==> config.mk <==
export PLATFORM = sky130hd
export DESIGN_NAME = axi_rd_arbiter_flat
export DESIGN_NICKNAME = d
export VERILOG_FILES = /design/src/rtl/params_pkg.sv /design/src/rtl/axi_rd_arbiter_if.sv /design/src/rtl/rr_arb2.sv /design/src/rtl/axi_rd_arbiter.sv /design/src/flat_wrapper.sv
export SDC_FILE = /design/constraint.sdc
export NUM_CORES = 1
export LEC_CHECK = 0
export ABC_AREA = 1
export CELL_PAD_IN_SITES_DETAIL_PLACEMENT = 1
export CELL_PAD_IN_SITES_GLOBAL_PLACEMENT = 1
export CORE_UTILIZATION = 16
export DETAILED_ROUTE_END_ITERATION = 10
export PLACE_DENSITY = 0.82
export SYNTH_ARGS = -nofsm -noshare
export SYNTH_HDL_FRONTEND = slang
export SYNTH_SLANG_ARGS = --single-unit
==> constraint.sdc <==
create_clock -name axi_aclk -period 1.89 [get_ports axi_aclk]
set_input_delay 0.4725 -clock axi_aclk [delete_from_list [all_inputs] [get_ports axi_aclk]]
set_output_delay 0.4725 -clock axi_aclk [all_outputs]
set_load 0.03 [all_outputs]
==> src/rtl/params_pkg.sv <==
// params_pkg: shared widths and FSM state encoding for the AXI read arbiter
package params_pkg;
  localparam int ADDR_WIDTH = 32;
  localparam int DATA_WIDTH = 32;
  typedef enum logic [1:0] {IDLE, ADDR, DATA} arb_state_e;
endpackage

==> src/rtl/axi_rd_arbiter_if.sv <==
// axi_rd_arbiter_if: two requester AR/R channels plus the shared slave AR/R channel
// master: arbiter view (drives s_ar*, s_rready, m_arready, m_r*)
// slave:  environment view (drives m_ar*, m_rready, s_arready, s_r*)
interface axi_rd_arbiter_if #(
  parameter int ADDR_WIDTH = params_pkg::ADDR_WIDTH,
  parameter int DATA_WIDTH = params_pkg::DATA_WIDTH
);
  logic [1:0][ADDR_WIDTH-1:0] m_araddr;
  logic [1:0][7:0] m_arlen;
  logic [1:0][2:0] m_arsize;
  logic [1:0][1:0] m_arburst;
  logic [1:0] m_arvalid, m_arready;
  logic [1:0][DATA_WIDTH-1:0] m_rdata;
  logic [1:0][1:0] m_rresp;
  logic [1:0] m_rlast, m_rvalid, m_rready;
  logic [ADDR_WIDTH-1:0] s_araddr;
  logic [7:0] s_arlen;
  logic [2:0] s_arsize;
  logic [1:0] s_arburst;
  logic s_arvalid, s_arready;
  logic [DATA_WIDTH-1:0] s_rdata;
  logic [1:0] s_rresp;
  logic s_rlast, s_rvalid, s_rready;
  modport master (
    input  m_araddr, m_arlen, m_arsize, m_arburst, m_arvalid, m_rready,
           s_arready, s_rdata, s_rresp, s_rlast, s_rvalid,
    output m_arready, m_rdata, m_rresp, m_rlast, m_rvalid,
           s_araddr, s_arlen, s_arsize, s_arburst, s_arvalid, s_rready
  );
  modport slave (
    output m_araddr, m_arlen, m_arsize, m_arburst, m_arvalid, m_rready,
           s_arready, s_rdata, s_rresp, s_rlast, s_rvalid,
    input  m_arready, m_rdata, m_rresp, m_rlast, m_rvalid,
           s_araddr, s_arlen, s_arsize, s_arburst, s_arvalid, s_rready
  );
endinterface

==> src/rtl/rr_arb2.sv <==
// rr_arb2: 2-way round-robin pick; req[1:0], rr_ptr in, gnt_idx out
module rr_arb2 (
  input  logic [1:0] req,
  input  logic       rr_ptr,
  output logic       gnt_idx
);
  // a lone requester wins; a tie goes to the pointer
  assign gnt_idx = &req ? rr_ptr : req[1];
endmodule

==> src/rtl/axi_rd_arbiter.sv <==
// axi_rd_arbiter: 2:1 AXI read arbiter, one burst outstanding, round-robin grant
// ports: axi_aclk/axi_reset (async active-high), bus (master modport),
//        grant (owning requester), busy (not IDLE), prot_err (sticky burst-length error)
module axi_rd_arbiter
  import params_pkg::*;
#(
  parameter int ADDR_WIDTH = params_pkg::ADDR_WIDTH,
  parameter int DATA_WIDTH = params_pkg::DATA_WIDTH
) (
  input  logic              axi_aclk,
  input  logic              axi_reset,
  axi_rd_arbiter_if.master  bus,
  output logic              grant,
  output logic              busy,
  output logic              prot_err
);
  arb_state_e state_q;
  logic grant_q, rr_ptr_q, prot_err_q, gnt_idx;
  logic [7:0] beat_cnt_q, len_q;
  logic in_addr, in_data, ar_hs, r_hs;
  logic [1:0] sel;
  rr_arb2 u_rr (.req(bus.m_arvalid), .rr_ptr(rr_ptr_q), .gnt_idx(gnt_idx));
  assign in_addr  = state_q == ADDR;
  assign in_data  = state_q == DATA;
  assign sel      = grant_q ? 2'b10 : 2'b01;
  assign ar_hs    = in_addr && bus.m_arvalid[grant_q] && bus.s_arready;
  assign r_hs     = in_data && bus.s_rvalid && bus.m_rready[grant_q];
  assign grant    = grant_q;
  assign busy     = state_q != IDLE;
  assign prot_err = prot_err_q;
  always_ff @(posedge axi_aclk or posedge axi_reset)
    if (axi_reset) begin
      state_q    <= IDLE;
      grant_q    <= 1'b0;
      rr_ptr_q   <= 1'b0;
      beat_cnt_q <= '0;
      len_q      <= '0;
      prot_err_q <= 1'b0;
    end else
      case (state_q)
        IDLE: if (|bus.m_arvalid) begin
          grant_q <= gnt_idx;
          state_q <= ADDR;
        end
        ADDR: if (ar_hs) begin
          len_q      <= bus.m_arlen[grant_q];
          beat_cnt_q <= '0;
          state_q    <= DATA;
        end
        DATA: if (r_hs) begin
          beat_cnt_q <= beat_cnt_q + 8'd1;
          // last must coincide exactly with the beat numbered len_q
          if (bus.s_rlast ^ (beat_cnt_q == len_q)) prot_err_q <= 1'b1;
          if (bus.s_rlast) begin
            state_q  <= IDLE;
            rr_ptr_q <= ~grant_q;
          end
        end
        default: state_q <= IDLE;
      endcase
  always_comb begin
    bus.s_araddr  = in_addr ? bus.m_araddr[grant_q] : ADDR_WIDTH'(0);
    bus.s_arlen   = in_addr ? bus.m_arlen[grant_q] : 8'd0;
    bus.s_arsize  = in_addr ? bus.m_arsize[grant_q] : 3'd0;
    bus.s_arburst = in_addr ? bus.m_arburst[grant_q] : 2'd0;
    bus.s_arvalid = in_addr && bus.m_arvalid[grant_q];
    bus.m_arready = (in_addr && bus.s_arready) ? sel : 2'b00;
    bus.s_rready  = in_data && bus.m_rready[grant_q];
    bus.m_rvalid  = (in_data && bus.s_rvalid) ? sel : 2'b00;
    for (int i = 0; i < 2; i++) begin
      bus.m_rdata[i] = (in_data && sel[i]) ? bus.s_rdata : DATA_WIDTH'(0);
      bus.m_rresp[i] = (in_data && sel[i]) ? bus.s_rresp : 2'd0;
      bus.m_rlast[i] = in_data && sel[i] && bus.s_rlast;
    end
  end
endmodule
==> src/flat_wrapper.sv <==
// flat-port wrapper written by rule: the top's interface ports become plain ports
module axi_rd_arbiter_flat import params_pkg::*;
#(
  parameter int ADDR_WIDTH = params_pkg::ADDR_WIDTH,
  parameter int DATA_WIDTH = params_pkg::DATA_WIDTH
)
  (axi_aclk, axi_reset, grant, busy, prot_err, bus_m_araddr, bus_m_arlen, bus_m_arsize, bus_m_arburst, bus_m_arvalid, bus_m_rready, bus_s_arready, bus_s_rdata, bus_s_rresp, bus_s_rlast, bus_s_rvalid, bus_m_arready, bus_m_rdata, bus_m_rresp, bus_m_rlast, bus_m_rvalid, bus_s_araddr, bus_s_arlen, bus_s_arsize, bus_s_arburst, bus_s_arvalid, bus_s_rready);
  axi_rd_arbiter_if #(.ADDR_WIDTH(ADDR_WIDTH), .DATA_WIDTH(DATA_WIDTH)) bus_i ();
  input  logic axi_aclk;
  input  logic axi_reset;
  output logic grant;
  output logic busy;
  output logic prot_err;
  input wire logic [$bits(bus_i.m_araddr)-1:0] bus_m_araddr;
  input wire logic [$bits(bus_i.m_arlen)-1:0] bus_m_arlen;
  input wire logic [$bits(bus_i.m_arsize)-1:0] bus_m_arsize;
  input wire logic [$bits(bus_i.m_arburst)-1:0] bus_m_arburst;
  input wire logic [$bits(bus_i.m_arvalid)-1:0] bus_m_arvalid;
  input wire logic [$bits(bus_i.m_rready)-1:0] bus_m_rready;
  input wire logic [$bits(bus_i.s_arready)-1:0] bus_s_arready;
  input wire logic [$bits(bus_i.s_rdata)-1:0] bus_s_rdata;
  input wire logic [$bits(bus_i.s_rresp)-1:0] bus_s_rresp;
  input wire logic [$bits(bus_i.s_rlast)-1:0] bus_s_rlast;
  input wire logic [$bits(bus_i.s_rvalid)-1:0] bus_s_rvalid;
  output wire logic [$bits(bus_i.m_arready)-1:0] bus_m_arready;
  output wire logic [$bits(bus_i.m_rdata)-1:0] bus_m_rdata;
  output wire logic [$bits(bus_i.m_rresp)-1:0] bus_m_rresp;
  output wire logic [$bits(bus_i.m_rlast)-1:0] bus_m_rlast;
  output wire logic [$bits(bus_i.m_rvalid)-1:0] bus_m_rvalid;
  output wire logic [$bits(bus_i.s_araddr)-1:0] bus_s_araddr;
  output wire logic [$bits(bus_i.s_arlen)-1:0] bus_s_arlen;
  output wire logic [$bits(bus_i.s_arsize)-1:0] bus_s_arsize;
  output wire logic [$bits(bus_i.s_arburst)-1:0] bus_s_arburst;
  output wire logic [$bits(bus_i.s_arvalid)-1:0] bus_s_arvalid;
  output wire logic [$bits(bus_i.s_rready)-1:0] bus_s_rready;
  assign bus_i.m_araddr = bus_m_araddr;
  assign bus_i.m_arlen = bus_m_arlen;
  assign bus_i.m_arsize = bus_m_arsize;
  assign bus_i.m_arburst = bus_m_arburst;
  assign bus_i.m_arvalid = bus_m_arvalid;
  assign bus_i.m_rready = bus_m_rready;
  assign bus_i.s_arready = bus_s_arready;
  assign bus_i.s_rdata = bus_s_rdata;
  assign bus_i.s_rresp = bus_s_rresp;
  assign bus_i.s_rlast = bus_s_rlast;
  assign bus_i.s_rvalid = bus_s_rvalid;
  assign bus_m_arready = bus_i.m_arready;
  assign bus_m_rdata = bus_i.m_rdata;
  assign bus_m_rresp = bus_i.m_rresp;
  assign bus_m_rlast = bus_i.m_rlast;
  assign bus_m_rvalid = bus_i.m_rvalid;
  assign bus_s_araddr = bus_i.s_araddr;
  assign bus_s_arlen = bus_i.s_arlen;
  assign bus_s_arsize = bus_i.s_arsize;
  assign bus_s_arburst = bus_i.s_arburst;
  assign bus_s_arvalid = bus_i.s_arvalid;
  assign bus_s_rready = bus_i.s_rready;
  axi_rd_arbiter #(.ADDR_WIDTH(ADDR_WIDTH), .DATA_WIDTH(DATA_WIDTH)) u_core (.axi_aclk(axi_aclk), .axi_reset(axi_reset), .bus(bus_i), .grant(grant), .busy(busy), .prot_err(prot_err));
endmodule
[Word-level counts from Yosys, hierarchy flattened]
Index checks and enable logic that the tools add are counted.
Word-level totals
  bits in registers: 21
  logic and storage cells: 70
Operators by class
  bitwise logic cells: 2
  add/sub/neg operators: 1
  magnitude comparators: 1
  reductions and logical operators: 21
  equality and inequality tests: 7
  mux-type cells: 32
Operators with widths (number)
  2-to-1 mux 32 bit: 5
  2-to-1 mux 8 bit: 5
  2-to-1 mux 2 bit: 12
  one-hot mux 8 bit (2 select lines): 1
  logical AND 1 bit: 10
  2-to-1 mux 3 bit: 3
  AND reduction 3 bit: 3
  adder 8 x 1 -> 8 bit, second input constant: 1
  == test 8 bit: 1
  != test 2 bit, second input constant: 3
  one-hot mux 2 bit (3 select lines): 1
  AND reduction 2 bit: 3
  2-to-1 mux 1 bit: 5
  AND reduction 4 bit: 1
  nonzero test 2 bit: 2
  == test 2 x 1 -> 1 bit, second input constant: 1
  == test 2 bit, second input constant: 1
  logical NOT 2 bit: 1
  < comparator 1 x 2 -> 1 bit, second input constant: 1
  != test 2 x 1 -> 1 bit, second input constant: 1
  OR reduction 2 bit: 1
  inverter 1 bit: 1
  XOR 1 bit: 1

[Logic depth before layout (Yosys ltp)]
  depth after elaboration: 6
  mapped depth: 10
  depth with buffers taken out: 8

[By module]
Synthesis repeated with hierarchy kept, for this count alone.
Second synthesis, totals
  cells, all modules: 426
  area total of the unflattened synthesis: 2326.0 µm²
By module, submodules not included
  axi_rd_arbiter: area an instance 2309.7 µm², cells each 422, seq. area each 525.5 µm², times used 1
  rr_arb2: area an instance 16.3 µm², cells each 4, seq. area each 0.0 µm², times used 1

[Least setup slack after synthesis]
OpenSTA, ideal clock, no wires.
  path kind: flip-flop to output port
  from: register u_core.grant_q (netlist: u_core.grant)
  to: output bus_m_arready[1]
  cell stages (with the launch flop): 5
  arrival: 1.670 ns
  setup slack: -0.253 ns
  cells stage by stage: dfrtp_1 -> buf_4 -> inv_2 -> clkbuf_1 -> nor3_1
Between the ends
  word-level cells in the longest chain between the ends: 2
Ends and longest elaborated chain
  start: declaration: line axi_rd_arbiter.sv:18  | logic grant_q, rr_ptr_q, prot_err_q, gnt_idx;
  start signal: assignment: line axi_rd_arbiter.sv:42  | grant_q <= gnt_idx;
  2-to-1 mux 2 bit: line axi_rd_arbiter.sv:25  | assign sel = grant_q ? 2'b10 : 2'b01;
  2-to-1 mux 2 bit: line axi_rd_arbiter.sv:67  | bus.m_arready = (in_addr && bus.s_arready) ? sel : 2'b00;
  end: declaration: line flat_wrapper.sv:25  | output wire logic [$bits(bus_i.m_arready)-1:0] bus_m_arready;
No other way between the ends.

[Worst setup path after layout]
  from: register u_core.state_q[1]
  to: output bus_s_araddr[22]
Between the ends
  word-level cells in the longest chain between the ends: 2
Ends and longest elaborated chain
  start: declaration: line axi_rd_arbiter.sv:17  | arb_state_e state_q;
  start signal: assignment: line axi_rd_arbiter.sv:33  | state_q <= IDLE;
  start signal: assignment: line axi_rd_arbiter.sv:43  | state_q <= ADDR;
  start signal: assignment: line axi_rd_arbiter.sv:48  | state_q <= DATA;
  == test 2 x 1 -> 1 bit: line axi_rd_arbiter.sv:23  | assign in_addr = state_q == ADDR;
  2-to-1 mux 32 bit: line axi_rd_arbiter.sv:62  | bus.s_araddr = in_addr ? bus.m_araddr[grant_q] : ADDR_WIDTH'(0);
  end: declaration: line flat_wrapper.sv:30  | output wire logic [$bits(bus_i.s_araddr)-1:0] bus_s_araddr;
No other way between the ends.

==> flow_metrics.tcl <==
set metrics [dict create \
    outcome "finished with violations" \
    violations "negative setup slack" \
    detail-route-antenna-nets 0 \
    setup_slack_ps -189.6 \
    viasPerCell 4.445 \
    via_count 4014 \
    synth_top_cell_area_share 0.2306 \
    finalInstanceArea_um2 7259 \
    grt_overflow 0 \
    irDropWorstVdd_mv 0.9010 \
    place.gp.congestion 0.7683 \
    min_path_cells 2 \
    cp_max_fo 8 \
    grt_usage 0.1899 \
    clkSlewWorstSetupHoldPaths_ps 60 \
    cp_cell_sequence "buf_6 > nor2_4 > inv_8 > clkbuf_16 > a21oi_4 > buf_6" \
    dieArea_um2 14720 \
    power_density_nw_per_um2 1312 \
    hp-class "reg2reg" \
    syn_area_um2 2278 \
    post_drt_wl_per_cell_um 18.85 \
    dieWidth_um 121.3 \
    end_kind "output pin" \
    drc_errors 0 \
    htree_levels 1 \
    ys_seq_area_frac 0.2306 \
    yosys_warnings 0 \
    fin_nets 858 \
    min_period_ps 2080 \
    critPathMaxStageDelay_ps 420 \
    routed_wl_mm 17.02 \
    pin_count 257 \
    reg2reg_depth 12 \
    grt_max_degree 35 \
    hold_violations 0 \
    path_buf_inv 4 \
    crit_top_cell "buf_6" \
    hpwl_mm 10.16 \
    worstMarginPinSlew_ps 342.6 \
    drt_iter0_drc 109 \
    skew_ps 2.267 \
    maxCapViolCount 0 \
    crit_slowest_cell "dfrtp_1" \
    final_util 0.5230 \
    grt_antenna_before_repair 0 \
    grt_pass1_wl_mm 21.78 \
    slew_viol_final 0 \
    ys_types 24 \
    root_buffer "clkbuf_16" \
    area_growth_pct 218.6 \
    dpl.cell_count 863 \
    synth_area_per_cell_um2 5.374 \
    setup_viol 112 \
    final_cells 903 \
    die_h_um 121.3 \
    postPlaceCellArea_um2 5315 \
    max-clock-path-buffers 2 \
    path_class "reg2out" \
    crit_cells 6 \
    initial_core_util 0.1641 \
    synthTopCellsByArea "dfrtp_1, nand2_1, nor2_1" \
    cp.arrival_ps 1610 \
    core-area_um2 13880 \
    fin_crit_sh 1.100 \
    syn_nets 558 \
    insertion_delay_ps 250 \
    layout-drive-gt1-share 0.4564 \
    tritoncts "done" \
    power.total_uw 9526 \
    p_leak_uw 0.003180 \
    antenna_cells 0 \
    worst_setup_path_start_kind "flop" \
    rsz0062_at_grt "yes" \
    row_count 43 \
    numCtsBuffers 3 \
    required_ps 1420 \
    max-slew-margin-rel 0.7709 \
    dr.pass1.iters 4 \
    yosysTopAreaCell "dfrtp_1" \
    max_freq_mhz 480.9 \
    cts.sinks 21 \
    path_delay_family "buffers and inverters" \
    ys_ff_latch 21 \
    grt_pass1_vias 4304 \
    io_buffers 256 \
    syn_inst 424 \
]
## worst paths after layout
| kind | start | to | slack [ps] |
|---|---|---|---|
| min in group asynchronous | axi_reset | u_core.len_q[2] | 570 |
| setup / recovery | u_core.state_q[1] | bus_s_araddr[22] | -190 |
| hold reg to reg | u_core.prot_err | u_core.prot_err | 510 |
| setup reg to reg | u_core.grant | u_core.beat_cnt_q[0] | 60 |
| hold / removal | u_core.prot_err | u_core.prot_err | 510 |
| max in group asynchronous | axi_reset | u_core.grant | 1080 |
## layer usage
layer,vias up,part of all wire,track usage
li1,1889,-,-
met2,201,0.57,0.3917
met3,43,0.066,0.03853
met4,0,0.033,0.06327
met5,-,0,0
met1,1881,0.33,0.1812
## placed cells by master, fill, tap and decap left out, types with 9 or more instances in the layout
cell type,n
buf_6,116
buf_12,15
nand2_1,120
buf_4,38
inv_1,59
nor2_1,22
a21oi_4,37
dfrtp_1,20
nand3_1,9
clkdlybuf4s50_1,129
clkbuf_16,11
o21ai_0,14
nor2_4,71
## what timing repair did
item                                    CTS  global route
endpoints found under the setup margin  120           121
hold buffers                              0             0
gates resized for setup                 166           156
pin swaps                                 2            16
setup buffers                            11            12
cloned                                    8             9
## tightest hold or removal path, cell delays in order, from the launching register on
cell and delay [ps]:
dfrtp_1 350, inv_1 50, nand3_1 80
## layout make-up
| class | instances | area (um2) |
|---|---|---|
| fill | 1546 | 6621 |
| timing repair buffer | 320 | 3670 |
| multi-input combinational | 313 | 2500 |
| sequential | 21 | 526.8 |
| inverter | 65 | 259.0 |
| tap | 180 | 225.2 |
| clock buffer | 4 | 78.83 |
## per-stage QoR
step,hold slack [ps],setup TNS [ps],worst slack (ps)
6_report,513.6,-12520,-189.6
5_1_grt,554.5,-21970,-260.8
4_1_cts,519.6,-11740,-175.8
3_5_place_dp,505.3,-383.9,-54.00
3_3_place_gp,472.7,-56.65,-55.72
2_1_floorplan,449.0,-486.6,-132.1
## synth_stat cells
| master | number |
|---|---|
| o21ai_0 | 14 |
| buf_2 | 14 |
| o21ai_1 | 3 |
| xnor2_1 | 2 |
| nand3_1 | 9 |
| mux2i_1 | 8 |
| nor2_4 | 2 |
| nor3_1 | 4 |
| nand2_1 | 126 |
| clkbuf_1 | 7 |
| nor2_1 | 94 |
| ha_1 | 1 |
| buf_4 | 3 |
| nor2_2 | 1 |
| inv_1 | 64 |
| buf_6 | 1 |
| a31oi_1 | 1 |
| nand2_2 | 2 |
| inv_2 | 1 |
| nand4_1 | 1 |
| o21ai_2 | 1 |
| dfrtp_1 | 21 |
| nand3_2 | 2 |
| a21oi_1 | 42 |
## power by group
group          total (uW)  switching, uW  internal [uW]
Clock                 451            164            288
Sequential            715            128            588
Combinational        8360           4590           3770
## flip-flops by register name (all words and copies together), names as in the netlist
register           cells
u_core.beat_cnt_q      8
u_core.len_q           8
u_core.state_q         2
u_core.grant           1
u_core.prot_err        1
u_core.rr_ptr_q        1
## kinds of logic (layout without fill, tap and decap cells)
kind of cell    count (synthesis)  in the layout  synth area share
compound gates                 61             61            0.1362
mux                             8              8           0.03515
fa+ha+maj                       1              1          0.005491
flops                          21             21            0.2306
xor+xnor                        2              2          0.007689
simple gates                  241            241            0.4206
buf+inv                        90            389            0.1642
No activity file was read; power rests on OpenSTA's default activity.
